**src/rtl/branch_resolve_queue.sv**
```systemverilog
// Branch resolve queue: holds fetched BTB predictions until execute resolves
// them in order, then produces BTB updates, fetch redirects and wrong-path flushes.
module branch_resolve_queue #(
  parameter int unsigned DEPTH = 4,
  parameter int unsigned AW    = 2
) (
  input  logic          clk,
  input  logic          rst_n,
  input  logic          push,
  input  logic [31:0]   push_pc,
  input  logic [31:0]   push_tgt,
  input  logic          push_hit,
  input  logic          resolve_valid,
  input  logic          resolve_taken,
  input  logic [31:0]   resolve_target,
  output logic          full,
  output logic [AW:0]   count,
  output logic          ud_BTB_en,
  output logic [31:0]   pc_update,
  output logic [31:0]   real_bjpc,
  output logic          redirect,
  output logic [31:0]   redirect_pc,
  output logic          err_underflow,
  output logic [15:0]   mispredict_cnt
);

  localparam int unsigned CW = AW + 1;

  typedef struct packed {
    logic [31:0] pc;
    logic [31:0] tgt;
    logic        hit;
  } entry_t;

  entry_t          mem_q [DEPTH];
  logic [AW-1:0]   head_q, head_d;
  logic [AW-1:0]   tail_q, tail_d;
  logic [CW-1:0]   count_q, count_d;
  logic            full_q, full_d;
  logic            ud_btb_en_q, ud_btb_en_d;
  logic [31:0]     pc_update_q, pc_update_d;
  logic [31:0]     real_bjpc_q, real_bjpc_d;
  logic            redirect_q, redirect_d;
  logic [31:0]     redirect_pc_q, redirect_pc_d;
  logic            err_underflow_q, err_underflow_d;
  logic [15:0]     mispredict_cnt_q, mispredict_cnt_d;

  entry_t          head_entry;
  entry_t          wr_entry;
  logic            pop;
  logic            mispred;
  logic            push_ok;
  logic            btb_upd;

  assign head_entry = mem_q[head_q];
  assign wr_entry   = '{pc: push_pc, tgt: push_tgt, hit: push_hit};

  // Resolve decode and next-state computation
  always_comb begin
    head_d           = head_q;
    tail_d           = tail_q;
    count_d          = count_q;
    ud_btb_en_d      = 1'b0;
    pc_update_d      = pc_update_q;
    real_bjpc_d      = real_bjpc_q;
    redirect_d       = 1'b0;
    redirect_pc_d    = redirect_pc_q;
    err_underflow_d  = err_underflow_q;
    mispredict_cnt_d = mispredict_cnt_q;

    pop     = resolve_valid && (count_q != CW'(0));
    mispred = pop && ((head_entry.hit != resolve_taken) ||
                      (resolve_taken && (head_entry.tgt != resolve_target)));
    btb_upd = pop && (resolve_taken ? (!head_entry.hit || (head_entry.tgt != resolve_target))
                                    : head_entry.hit);
    // A coinciding non-mispredicting pop frees the slot even when full
    push_ok = push && !mispred && ((count_q != CW'(DEPTH)) || pop);

    if (resolve_valid && (count_q == CW'(0))) begin
      err_underflow_d = 1'b1;
    end

    if (btb_upd) begin
      ud_btb_en_d = 1'b1;
      pc_update_d = head_entry.pc;
      real_bjpc_d = resolve_taken ? resolve_target : 32'h0;
    end

    if (mispred) begin
      redirect_d    = 1'b1;
      redirect_pc_d = resolve_taken ? resolve_target : (head_entry.pc + 32'd8);
      head_d        = '0;
      tail_d        = '0;
      count_d       = '0;
      if (mispredict_cnt_q != 16'hFFFF) begin
        mispredict_cnt_d = mispredict_cnt_q + 16'd1;
      end
    end else begin
      if (pop) begin
        head_d = head_q + AW'(1);
      end
      if (push_ok) begin
        tail_d = tail_q + AW'(1);
      end
      if (push_ok && !pop) begin
        count_d = count_q + CW'(1);
      end else if (!push_ok && pop) begin
        count_d = count_q - CW'(1);
      end
    end

    full_d = (count_d == CW'(DEPTH));
  end

  always_ff @(posedge clk or negedge rst_n) begin
    if (!rst_n) begin
      head_q           <= '0;
      tail_q           <= '0;
      count_q          <= '0;
      full_q           <= 1'b0;
      ud_btb_en_q      <= 1'b0;
      pc_update_q      <= '0;
      real_bjpc_q      <= '0;
      redirect_q       <= 1'b0;
      redirect_pc_q    <= '0;
      err_underflow_q  <= 1'b0;
      mispredict_cnt_q <= '0;
    end else begin
      head_q           <= head_d;
      tail_q           <= tail_d;
      count_q          <= count_d;
      full_q           <= full_d;
      ud_btb_en_q      <= ud_btb_en_d;
      pc_update_q      <= pc_update_d;
      real_bjpc_q      <= real_bjpc_d;
      redirect_q       <= redirect_d;
      redirect_pc_q    <= redirect_pc_d;
      err_underflow_q  <= err_underflow_d;
      mispredict_cnt_q <= mispredict_cnt_d;
    end
  end

  // Entry storage needs no reset; occupancy is tracked by the pointers
  always_ff @(posedge clk) begin
    if (push_ok) begin
      mem_q[tail_q] <= wr_entry;
    end
  end

  assign full           = full_q;
  assign count          = count_q;
  assign ud_BTB_en      = ud_btb_en_q;
  assign pc_update      = pc_update_q;
  assign real_bjpc      = real_bjpc_q;
  assign redirect       = redirect_q;
  assign redirect_pc    = redirect_pc_q;
  assign err_underflow  = err_underflow_q;
  assign mispredict_cnt = mispredict_cnt_q;

endmodule
```
**config.mk**
```make
export PLATFORM = sky130hd
export DESIGN_NAME = branch_resolve_queue
export DESIGN_NICKNAME = d
export VERILOG_FILES = /design/src/rtl/branch_resolve_queue.sv
export SDC_FILE = /design/constraint.sdc
export NUM_CORES = 1
export LEC_CHECK = 0
export ABC_AREA = 1
export ABC_CLOCK_PERIOD_IN_PS = 15200
export BUFFER_PORTS_ARGS = -buffer_cell sky130_fd_sc_hd__buf_2
export CAP_MARGIN = 20
export CORE_MARGIN = 8
export CORE_UTILIZATION = 62
export DETAILED_ROUTE_END_ITERATION = 8
export GPL_ROUTABILITY_DRIVEN = 0
export PLACE_DENSITY = 0.85
export SYNTH_ARGS = -nofsm -noshare
export SYNTH_HDL_FRONTEND = slang
export SYNTH_SLANG_ARGS = --single-unit
```
**constraint.sdc**
```tcl
create_clock -name clk -period 15.2 [get_ports clk]
set_input_delay 0.76 -clock clk [delete_from_list [all_inputs] [get_ports clk]]
set_output_delay 0.76 -clock clk [all_outputs]
set_load 0.02 [all_outputs]
```
# Word level (Yosys, flattened, before mapping)
# Memory sizes are Yosys's and may differ from the RTL's.
# Index checks and enable logic that the tools add are counted.
# W data, S select, Z words.
dict set report totals {
  elab_cells 58
  input_bits 102
  out_inout_bits 119
  register_bits 123
  n_memories 1
  ram_bits 260
}
dict set report classes {
  muxes 14
  reduce_logical 21
  addsub 6
  eq_ne 5
}
# memory words width rd rd_clocked_by_memory_dff wr line
set memory_table {}
lappend memory_table {mem_q 4 65 1 0 1 35} ;# entry_t mem_q [DEPTH];
# op n
set op_table {}
lappend op_table {{$mux W32} 2}
lappend op_table {{$add A32 B4 Y32 const B} 1}
lappend op_table {{$ne A32 B32 Y1} 1}
lappend op_table {{$add A16 B1 Y16 const B} 1}
lappend op_table {{$ne A16 B16 Y1 const B} 1}
lappend op_table {{$logic_and A1 B1 Y1} 9}
lappend op_table {{$mux W3} 3}
lappend op_table {{$mux W2} 4}
lappend op_table {{$mux W1} 5}
lappend op_table {{$add A2 B1 Y2 const B} 2}
lappend op_table {{$logic_not A1 Y1} 4}
lappend op_table {{$reduce_bool A2 Y1} 2}
lappend op_table {{$add A3 B1 Y3 const B} 1}
lappend op_table {{$eq A3 B3 Y1 const B} 1}
lappend op_table {{$logic_not A3 Y1} 1}
lappend op_table {{$logic_or A1 B1 Y1} 3}
lappend op_table {{$ne A3 B3 Y1 const B} 1}
lappend op_table {{$reduce_bool A3 Y1} 1}
lappend op_table {{$sub A3 B1 Y3 const B} 1}
lappend op_table {{$reduce_and A2 Y1} 1}
lappend op_table {{$ne A1 B1 Y1} 1}

# Depth between registers and ports, before layout
# Gate-level depths: netlist of the first run.
# An unclocked memory read counts as a cell.
dict set report depth {
  ltp_word 14
  depth_mapped 22
  ltp_nobuf 20
}

# Worst setup path before layout of the first run
# No wires, ideal clock.
dict set report synth_timing {
  kind {register -> register}
  from {register head_q[0]}
  to {memory mem_q[0][0] in the netlist's numbering, enable pin}
  synth_period_minus_slack_ns 5.027
  n_path_buf 3
  stages_incl_launch_ff 17
  arrival_time_ns 4.539
  slack_ns 10.173
  path_cell_list {dfrtp_1 buf_6 inv_6 buf_12 buf_8 nand2_1 nand3_1 nand3_1 nor2_1 nand2_1 nor2_1 nand2_1 nor2_1 nand3_1 nand2_2 o311ai_1 nor2_1}
}
dict set report synth_via {
  elab_chain_cells 10
  elab_cells_between_ends 11
  classes_between {eq/ne: 2; mux: 2; reduce/logical: 6; memory: 1}
}
# element line
set synth_rtl {}
lappend synth_rtl {{start: declaration} 36} ;# logic [AW-1:0] head_q, head_d;
lappend synth_rtl {{start signal: assignment} 117} ;# head_q <= '0;
lappend synth_rtl {{start signal: assignment} 129} ;# head_q <= head_d;
lappend synth_rtl {{$mem_v2 Z4 W65 (*)} n/a}
lappend synth_rtl {{$ne A32 B32 Y1} 73} ;# (resolve_taken && (head_entry.tgt != resolve_target)));
lappend synth_rtl {{$logic_and A1 B1 Y1} 73}
lappend synth_rtl {{$logic_or A1 B1 Y1 (*)} 72} ;# mispred = pop && ((head_entry.hit != resolve_taken) ||
lappend synth_rtl {{$logic_and A1 B1 Y1 (*)} 72}
lappend synth_rtl {{$logic_not A1 Y1 (*)} 77} ;# push_ok = push && !mispred && ((count_q != CW'(DEPTH)) || pop);
lappend synth_rtl {{$logic_and A1 B1 Y1 (*) (2 in series)} 77}
lappend synth_rtl {{$mux W1 (*)} 145} ;# if (push_ok) begin
lappend synth_rtl {{$mux W1 (implied by the code) (*)} 146} ;# mem_q[tail_q] <= wr_entry;
lappend synth_rtl {{end: declaration} 35}
# Every way passes the cells marked *; elsewhere a longest branch is shown, timed or not.

# Final worst setup path of the first run
dict set report layout_timing {
  from {register head_q[0]}
  to {memory mem_q[1][31] in the netlist's numbering, enable pin}
}
# The elaborated chain is that of the path after synthesis.

==> results.cfg, run 1 <==
[logic_synthesis]
yosys.area.top_type = edfxtp_1
netlist_instances = 1541
yosysUniqueCellTypes = 53
synth.cell_area_um2 = 16400
synth_seq_area_share_pct = 66.2
synth_common_cells = nand2_1 (543), edfxtp_1 (260), nand3_1 (175)
synth.net_count = 1652
synthTopCellsByArea = edfxtp_1 (47%), dfrtp_1 (19%), nand2_1 (12%)
synth.most_common_cell = nand2_1
synth_top_area_share_pct = 47.5
syn_avg_cell_area_um2 = 10.7
async_flop_share_pct = 32.1
synth_ff_type = edfxtp_1
yosysWarnings = 0
synth_edf_count = 260
synth_seq_cells = 383

[global_routing]
grt-ovfl-total = 0
grt_pass1_vias = 12700
grt_pass1_wl_um = 70000
antenna_found_initial = 3
grt_max_degree = 132
grtUsageTotal_pct = 28.7

[power_and_ir_drop]
leakagePower_nw = 8.25
intPower_mw = 2.38
switching_share_pct = 40.1
combPwrFrac_pct = 36.6
power_density_nw_per_um2 = 210
ir_drop_mv = 0.157
power_switching_mw = 1.59
pwr-share-clk_pct = 24.6
pwr-share-seq_pct = 38.7

[cells_and_area]
area.growth.synth_to_final_pct = 15.2
stdcell_count = 2112
drive_gt1_share_pct = 18.7
final_util_pct = 72.7
nets = 1857
final_cell_area_um2 = 18900

[clock_network]
path_clk_slew_ns = 0.06
postCtsHoldBufs = 0
post_cts_buffers = 0
cts_htree_levels = 2
clock_sinks = 383
cts_tree = done
clock_latency_ns = 0.53
cts_buffers = 38
cts.path.max_buffers = 3
cts-resized-gates = 0
root_buffer = clkbuf_16

[routing]
routed_wl_um = 46300
vias_per_cell = 5.99
drc = 0
route.antenna.remaining_nets = 0
via_count = 12700
drtPass1Iterations = 5
post_drt_wl_per_cell_um = 21.9
drtIter0Drc = 1522

[worst_setup_path]
crit_chain = buf_4, nand2_1, nand3_1, nand2_1, nand2_1, nand2_1, inv_1, nand2_1, nor2_1, nand2_1, nor2_1, nand3_1, nand2_4, o311ai_2, nor2_4, buf_4
critPathSlowestCell = buf_4
crit_buf_inv = 3
critPathTopFamily = simple AND/OR/NAND/NOR gates
worst_ep_arrival_time_ns = 5.53
max_stage_delay_ns = 0.90
r2r_setup_slack_ns = 9.82
cp_max_fo = 101
cp-end-kind = register
cpMostUsedCell = nand2_1
required_ns = 15.35
critPathKind = reg2reg
start_kind = register

[sta]
slew_headroom_pct = 24.2
maxSlewViolCount = 0
final.setup.tns_ns = 0
skew_ns = 0.0154
hold_viol_final = 0
tightest_slew_ns = 1.14
fin_crit_sh_pct = 35.4
min_period_ns = 5.38
rsz0062_at_grt = false
final-setup-viol-count = 0
timing.hold.ws_ns = 0.285
max_freq_ghz = 0.186

[place]
portBuffers = 220
dpl.hpwl_um = 29500
place_area_um2 = 17600
dpl.cell_count = 2041

[die]
fp.dieW_um = 179
start_util_pct = 63.1
rows = 59
ios = 221
core-area_um2 = 26100
dieArea_um2 = 32000
fp.dieH_um = 179

[min_path]
hold_path.class = in2async

[outcome]
status = finished clean

[flow_run]
max_cap_violations = 0
## cell families after synthesis
family,synth area share [%]
buf+inv,4.72
simple gates,22.0
xor+xnor,2.08
fa+ha+maj,0.685
compound gates,4.28
flops,66.2
## path summary, 6_finish.rpt
| path | start | to | cells after the start |
|---|---|---|---|
| max | head_q[0] | mem_q[1][31] | 16 |
| min | rst_n | pc_update[25] | 1 |
| max reg2reg | head_q[0] | mem_q[1][31] | 16 |
| min reg2reg | real_bjpc[31] | real_bjpc[31] | 2 |
| max in group asynchronous | rst_n | head_q[0] | 2 |
| min in group clk | push_tgt[19] | mem_q[3][20] | 1 |
## layer usage
metal / vias up / part of all wire, % / GRT usage [%]
li1: 5617 / - / -
met5: - / 0.041 / 0
met3: 177 / 12 / 5.73
met2: 869 / 47 / 45.6
met4: 2 / 5.5 / 16.4
met1: 5988 / 36 / 36.5
## metrics by stage
step	power, mW	setup WS [ns]
2_1_floorplan	2.53	10.17
3_3_place_gp	2.91	10.20
3_5_place_dp	2.97	10.00
4_1_cts	3.96	9.93
5_1_grt	4.17	9.50
6_report	3.97	9.82
## cell type report
cell class | count | area [um^2]
Antenna cell | 2 | 5.00
Clock buffer | 57 | 1140
Clock inverter | 12 | 169
Fill cell | 1700 | 7110
Inverter | 87 | 334
Multi-Input combinational cell | 1007 | 4820
Sequential cell | 383 | 10900
Tap cell | 335 | 419
Timing Repair Buffer | 229 | 1170
## registers in the layout, indices dropped and copies added (netlist names)
name and flops:
ud_BTB_en 1, redirect_pc 32, head_q 2, real_bjpc 32, mem_q 260, pc_update 32
tail_q 2, count 3, full 1, mispredict_cnt 16, err_underflow 1, redirect 1
## power groups by stage
stage	clock (mW)	sequential, mW	combinational (mW)
after global placement	0	1.54	1.37
after detailed placement	0	1.55	1.42
after CTS	0.984	1.53	1.44
after global routing	1.02	1.56	1.59
after floorplan	0	1.69	0.842
final	0.979	1.54	1.46
## cell usage in the layout (no fill, tap or decap), types with 6 or more instances in the layout
| cell | count |
|---|---|
| ha_1 | 9 |
| nand2_1 | 543 |
| xor2_1 | 32 |
| xnor2_1 | 7 |
| clkbuf_1 | 12 |
| a21oi_1 | 11 |
| dfrtp_1 | 121 |
| o21ai_1 | 6 |
| o211ai_1 | 17 |
| buf_2 | 219 |
| nor2_4 | 7 |
| buf_4 | 10 |
| inv_2 | 8 |
| nor2_1 | 69 |
| inv_1 | 76 |
| edfxtp_1 | 260 |
| nor3_1 | 9 |
| nand3_1 | 175 |
| nand4_1 | 6 |
| clkbuf_16 | 42 |
| o21ai_0 | 61 |
Note: power is estimated with default switching activity, not from simulation.
==> inputs of run 2 (changes only) <==
--- a/config.mk
+++ b/config.mk
@@ -6,14 +6,14 @@
 export NUM_CORES = 1
 export LEC_CHECK = 0
 export ABC_AREA = 1
-export ABC_CLOCK_PERIOD_IN_PS = 15200
+export ABC_CLOCK_PERIOD_IN_PS = 4440
 export BUFFER_PORTS_ARGS = -buffer_cell sky130_fd_sc_hd__buf_2
 export CAP_MARGIN = 20
 export CORE_MARGIN = 8
-export CORE_UTILIZATION = 62
+export CORE_UTILIZATION = 52
 export DETAILED_ROUTE_END_ITERATION = 8
 export GPL_ROUTABILITY_DRIVEN = 0
-export PLACE_DENSITY = 0.85
+export PLACE_DENSITY = 0.76
 export SYNTH_ARGS = -nofsm -noshare
 export SYNTH_HDL_FRONTEND = slang
 export SYNTH_SLANG_ARGS = --single-unit
==> constraint.sdc (replaced) <==
create_clock -name clk -period 4.44 [get_ports clk]
set_input_delay 0.222 -clock clk [delete_from_list [all_inputs] [get_ports clk]]
set_output_delay 0.222 -clock clk [all_outputs]
set_load 0.02 [all_outputs]
==> results.cfg, run 2 (synthesized netlist as in run 1, its figures left out) <==
[min_path]
worstHoldStart = resolve_target[6]
worst_hold_path.endpoint = real_bjpc[6]
min_path_cells = 3
hold_path.class = in2reg

[flow_run]
max_cap_violations = 0

[power_and_ir_drop]
combPwrFrac_pct = 36.7
pwr-share-clk_pct = 25.0
intPower_mw = 8.25
leakagePower_nw = 8.62
pwr-share-seq_pct = 38.3
power_density_nw_per_um2 = 689
power_switching_mw = 5.44
switching_share_pct = 39.7
ir_drop_mv = 0.400
finalPower_mw = 13.7

[sta]
fin_crit_sh_pct = 88.4
hold_viol_final = 0
min_period_ns = 3.92
final-setup-viol-count = 0
maxSlewViolCount = 0
max_freq_ghz = 0.255
timing.hold.ws_ns = 0.0205
tightest_slew_ns = 0.987
slew_headroom_pct = 34.1
rsz0062_at_grt = false
skew_ns = 0.0277

[global_routing]
grt_pass1_vias = 12500
grt_max_degree = 89
grtUsageTotal_pct = 23.7
grt_pass1_wl_um = 70100
antenna_found_initial = 1
grt-ovfl-total = 0

[cells_and_area]
drive_gt1_share_pct = 18.8
area.growth.synth_to_final_pct = 20.9
stdcell_count = 2261
nets = 1936
largest_register = mem_q
multiInputGateArea_um2 = 4820
final_cell_mix = nand2_1 (543), edfxtp_1 (260), buf_2 (219)
largest_reg_flops = 260
seq_area_um2 = 10900
nFillCells = 2357
final_cell_area_um2 = 19900
layout_commonest_cell = nand2_1
final_util_pct = 63.5

[routing]
drtPass1Iterations = 5
drc = 0
routed_wl_um = 45600
post_drt_wl_per_cell_um = 20.2
via_count = 12600
drtIter0Drc = 1187
route.antenna.remaining_nets = 0
vias_per_cell = 5.55

[die]
dieArea_um2 = 37600
start_util_pct = 52.5
core-area_um2 = 31300
fp.dieW_um = 194
rows = 65
ios = 221
fp.dieH_um = 194

[worst_setup_path]
start_kind = register
worst_ep_arrival_time_ns = 4.33
required_ns = 4.85
cp-end-kind = register
r2r_setup_slack_ns = 0.52
cp_max_fo = 84
crit-reg2reg-launch = head_q[0]
reg2reg_to = redirect_pc[21]
critPathKind = reg2reg
r2r.worst_path.cells = 16

[clock_network]
clock_latency_ns = 0.54
cts.path.max_buffers = 3
cts-resized-gates = 0
cts_buffers = 40
cts_htree_levels = 2
root_buffer = clkbuf_16
path_clk_slew_ns = 0.06
clock_sinks = 383
cts_tree = done

[place]
place_area_um2 = 17800
portBuffers = 220
dpl.hpwl_um = 30200
dpl.cell_count = 2115

[outcome]
status = finished clean
run 2: layout make-up:
| class | count | share of cell area (%) |
|---|---|---|
| repair buffers | 306 | 9.83 |
| multi-input cells | 1007 | 24.3 |
| flip-flops and latches | 383 | 54.8 |
| clock buffers | 53 | 5.74 |
| clock inverters | 21 | 1.12 |
| diodes | 2 | 0.0252 |
| inverters | 87 | 1.68 |
| well taps | 402 | 2.53 |
run 2: critical path, cell delays in order, from the launching register on:
cell      delay, ns
dfrtp_4        0.44
buf_4          0.67
nand2_1        0.13
nand3_1        0.16
nand3_1        0.10
nand2_1        0.08
nand2_1        0.05
nor2_1         0.13
nand2_1        0.06
nor2_1         0.17
nand3_1        0.19
nand2_4        0.13
buf_4          0.61
nor2_4         0.05
inv_2          0.42
o21ai_0        0.16
o21bai_1       0.18
run 2: per-stage QoR:
stage               TNS [ns]  worst slack (ns)
floorplan            -152.69            -0.587
global placement           0             0.799
detailed placement         0             0.642
CTS                        0             0.595
global route               0             0.206
finish                     0             0.516
run 2: routing by layer:
metal / share of wire (%) / track usage (%) / routed length [um]
met2: 46 / 37.9 / 21200
met3: 9.4 / 4.81 / 4270
met4: 4.0 / 9.90 / 1830
met1: 40 / 31.4 / 18300
met5: 0 / 0 / 0
run 2: how the worst max path moves through the flow:
stage,end,slack (ns),startpoint,cells after the start
detailed placement,redirect_pc[21],0.64,head_q[0],16
floorplan,mem_q[0][0],-0.59,head_q[0],16
global placement,redirect_pc[21],0.80,head_q[0],16
finish,redirect_pc[21],0.52,head_q[0],16
CTS,redirect_pc[21],0.59,head_q[0],16
global route,redirect_pc[21],0.21,head_q[0],18
run 2: power groups by stage:
stage,sequential (mW),combinational [mW],clock [mW]
final,5.25,5.02,3.42
after global routing,5.31,5.51,3.60
after CTS,5.24,5.01,3.46
after detailed placement,5.30,4.93,0
after global placement,5.28,4.80,0
after floorplan,5.77,2.88,0
run 2: what timing repair did:
item	in CTS	in global routing
buffers inserted	0	0
endpoints found under the hold margin	352	0
hold buffers	70	0
==> inputs of run 3 (changes only) <==
--- a/config.mk
+++ b/config.mk
@@ -5,7 +5,6 @@
 export SDC_FILE = /design/constraint.sdc
 export NUM_CORES = 1
 export LEC_CHECK = 0
-export ABC_AREA = 1
 export ABC_CLOCK_PERIOD_IN_PS = 4440
 export BUFFER_PORTS_ARGS = -buffer_cell sky130_fd_sc_hd__buf_2
 export CAP_MARGIN = 20
==> results.cfg, run 3 <==
[die]
fp.dieW_um = 193
start_util_pct = 52.8
core-area_um2 = 30700
dieArea_um2 = 37100
fp.dieH_um = 193
rows = 64
ios = 221

[worst_setup_path]
critPathSlowestCell = dfrtp_4
required_ns = 4.60
cp_max_fo = 44
r2r.worst_path.cells = 9
start_kind = register
critPathKind = reg2reg
critPathTopFamily = flip-flops
crit_buf_inv = 2
crit-reg2reg-launch = head_q[0]
path_depth = 9
cp-end-kind = register
crit_chain = buf_4, mux4_2, xnor2_1, nand4_1, a211oi_1, nand4_1, and2_4, nor3b_4, buf_4
reg2reg_to = mem_q[3][42]
max_stage_delay_ns = 0.92
worst_ep_arrival_time_ns = 4.09
r2r_setup_slack_ns = 0.50

[routing]
route.antenna.remaining_nets = 0
drtPass1Iterations = 5
drc = 0
wl_met3_um = 3830
met1_length_um = 16800
post_drt_wl_per_cell_um = 24.5
drtIter0Drc = 700
maxUsedRoutingLayer = met5
wl_met2_um = 19800
routed_wl_um = 41800
vias_per_cell = 5.75
via_count = 9804

[clock_network]
post_cts_buffers = 0
clock_sinks = 383
cts_tree = done
root_buffer = clkbuf_16
cts.path.max_buffers = 3
cts_buffers = 40
clock_latency_ns = 0.53
path_clk_slew_ns = 0.06
cts_htree_levels = 2

[power_and_ir_drop]
ir_drop_mv = 0.406
power_density_nw_per_um2 = 662
switching_share_pct = 33.6
combPwrFrac_pct = 34.5
leakagePower_nw = 7.81
power_switching_mw = 4.39
pwr-share-seq_pct = 40.7
pwr-share-clk_pct = 24.8
intPower_mw = 8.68

[outcome]
status = finished clean

[flow_run]
max_cap_violations = 0

[logic_synthesis]
async_flop_share_pct = 32.1
synth_common_cells = edfxtp_1 (260), dfrtp_1 (123), mux2_4 (60)
synth.cell_area_um2 = 16200
synth_seq_area_share_pct = 67.2
yosysWarnings = 0
synth.most_common_cell = edfxtp_1
synth.net_count = 1077
yosysUniqueCellTypes = 57
syn_avg_cell_area_um2 = 16.8
synth_edf_count = 260
yosys.area.top_type = edfxtp_1
synthTopCellsByArea = edfxtp_1 (48%), dfrtp_1 (19%), mux4_2 (7.6%)
synth_top_area_share_pct = 48.2
netlist_instances = 966
synth_seq_cells = 383
synth_ff_type = edfxtp_1

[place]
portBuffers = 220
dpl.cell_count = 1563
dpl.hpwl_um = 29100
place_area_um2 = 17800

[sta]
max_freq_ghz = 0.254
fin_crit_sh_pct = 88.7
maxSlewViolCount = 0
slew_headroom_pct = 44.9
min_period_ns = 3.94
timing.hold.ws_ns = 0.0166
skew_ns = 0.0157
tightest_slew_ns = 0.827
rsz0062_at_grt = false
final-setup-viol-count = 0
hold_viol_final = 0

[cells_and_area]
stdcell_count = 1705
drive_gt1_share_pct = 34.7
layout_commonest_cell = edfxtp_1
largest_reg_flops = 260
final_cell_mix = edfxtp_1 (260), buf_2 (219), dfrtp_1 (121)
final_cell_area_um2 = 19800
largest_register = mem_q
nets = 1386
final_util_pct = 64.4
nFillCells = 2113
area.growth.synth_to_final_pct = 22.0

[global_routing]
grt_max_degree = 101
grt-ovfl-total = 0
grt_pass1_vias = 10100
grtUsageTotal_pct = 22.4
antenna_found_initial = 6
grt_pass1_wl_um = 62200

[min_path]
worst_hold_path.endpoint = real_bjpc[2]
min_path_cells = 3
worstHoldStart = resolve_target[2]
hold_path.class = in2reg
run 3: cell types whose count changed in the layout (fill, tap and decap cells not counted), sizes merged, moves of 55 or more:
cell   delta
inv      -56
mux2     +82
nand2   -510
nand3   -159
mux4     +55
o21ai    -56
run 3: what timing repair did:
| item | in CTS | in global routing |
|---|---|---|
| gates resized for setup | 0 | 0 |
| hold buffers | 66 | 0 |
| hold endpoints to repair | 337 | 0 |
run 3: stage by stage:
stage / TNS (ns) / setup slack (ns) / power (mW)
after floorplan: -0.425 / -0.00163 / 8.45
after global placement: 0 / 0.587 / 9.75
after detailed placement: 0 / 0.492 / 9.84
after CTS: 0 / 0.478 / 13.2
after global routing: 0 / 0.275 / 13.6
final: 0 / 0.503 / 13.1
run 3: kinds of logic (layout without fill, tap and decap cells):
kind of cell               count (synthesis)  after routing  synth area share (%)
and+or+nand+nor                          176            176                  5.66
AOI/OAI and AO/OA                         74             74                  3.03
xor gates and xnor gates                  71             71                  3.84
DFF                                      383            383                  67.2
buffers and inverters                     76            416                  2.39
adders and majority gates                 10             10                 0.757
other                                      0              3                     0
muxes                                    176            176                  17.1
run 3: worst max path at each step:
stage | start | to | slack, ns
after floorplan | head_q[0] | mem_q[2][0] | -0.002
after global placement | head_q[0] | mem_q[2][41] | 0.59
after detailed placement | head_q[0] | mem_q[2][41] | 0.49
after CTS | head_q[0] | mem_q[2][45] | 0.48
after global routing | head_q[0] | mem_q[3][16] | 0.28
final | head_q[0] | mem_q[3][42] | 0.50
run 3: cell type report:
class                           instances  area, um^2  area share (%)
Tap cell                              396         495            2.51
Antenna cell                            3        7.51          0.0380
Inverter                               33         124           0.627
Multi-Input combinational cell        507        4980            25.2
Clock inverter                         18         153           0.772
Clock buffer                           55        1130            5.71
Sequential cell                       383       10900            55.1
Timing Repair Buffer                  310        1980            10.0
run 3: power by group through the flow:
stage	logic [mW]	registers (mW)	clock network, mW
after floorplan	2.74	5.71	0
after global placement	4.40	5.35	0
after detailed placement	4.47	5.37	0
after CTS	4.55	5.32	3.30
after global routing	4.81	5.41	3.43
final	4.51	5.32	3.25
run 3: worst register-to-register path: stages, from the launching register on:
cell and delay, ns:
dfrtp_4 0.92, buf_4 0.36, mux4_2 0.52, xnor2_1 0.24, nand4_1 0.11, a211oi_1 0.19, nand4_1 0.17, and2_4 0.28
nor3b_4 0.24, buf_4 0.50
run 3: metal layers:
metal,vias to the layer above,track usage (%)
met4,6,7.73
met5,-,0
li1,4272,-
met2,454,35.1
met1,5006,29.9
met3,66,5.96
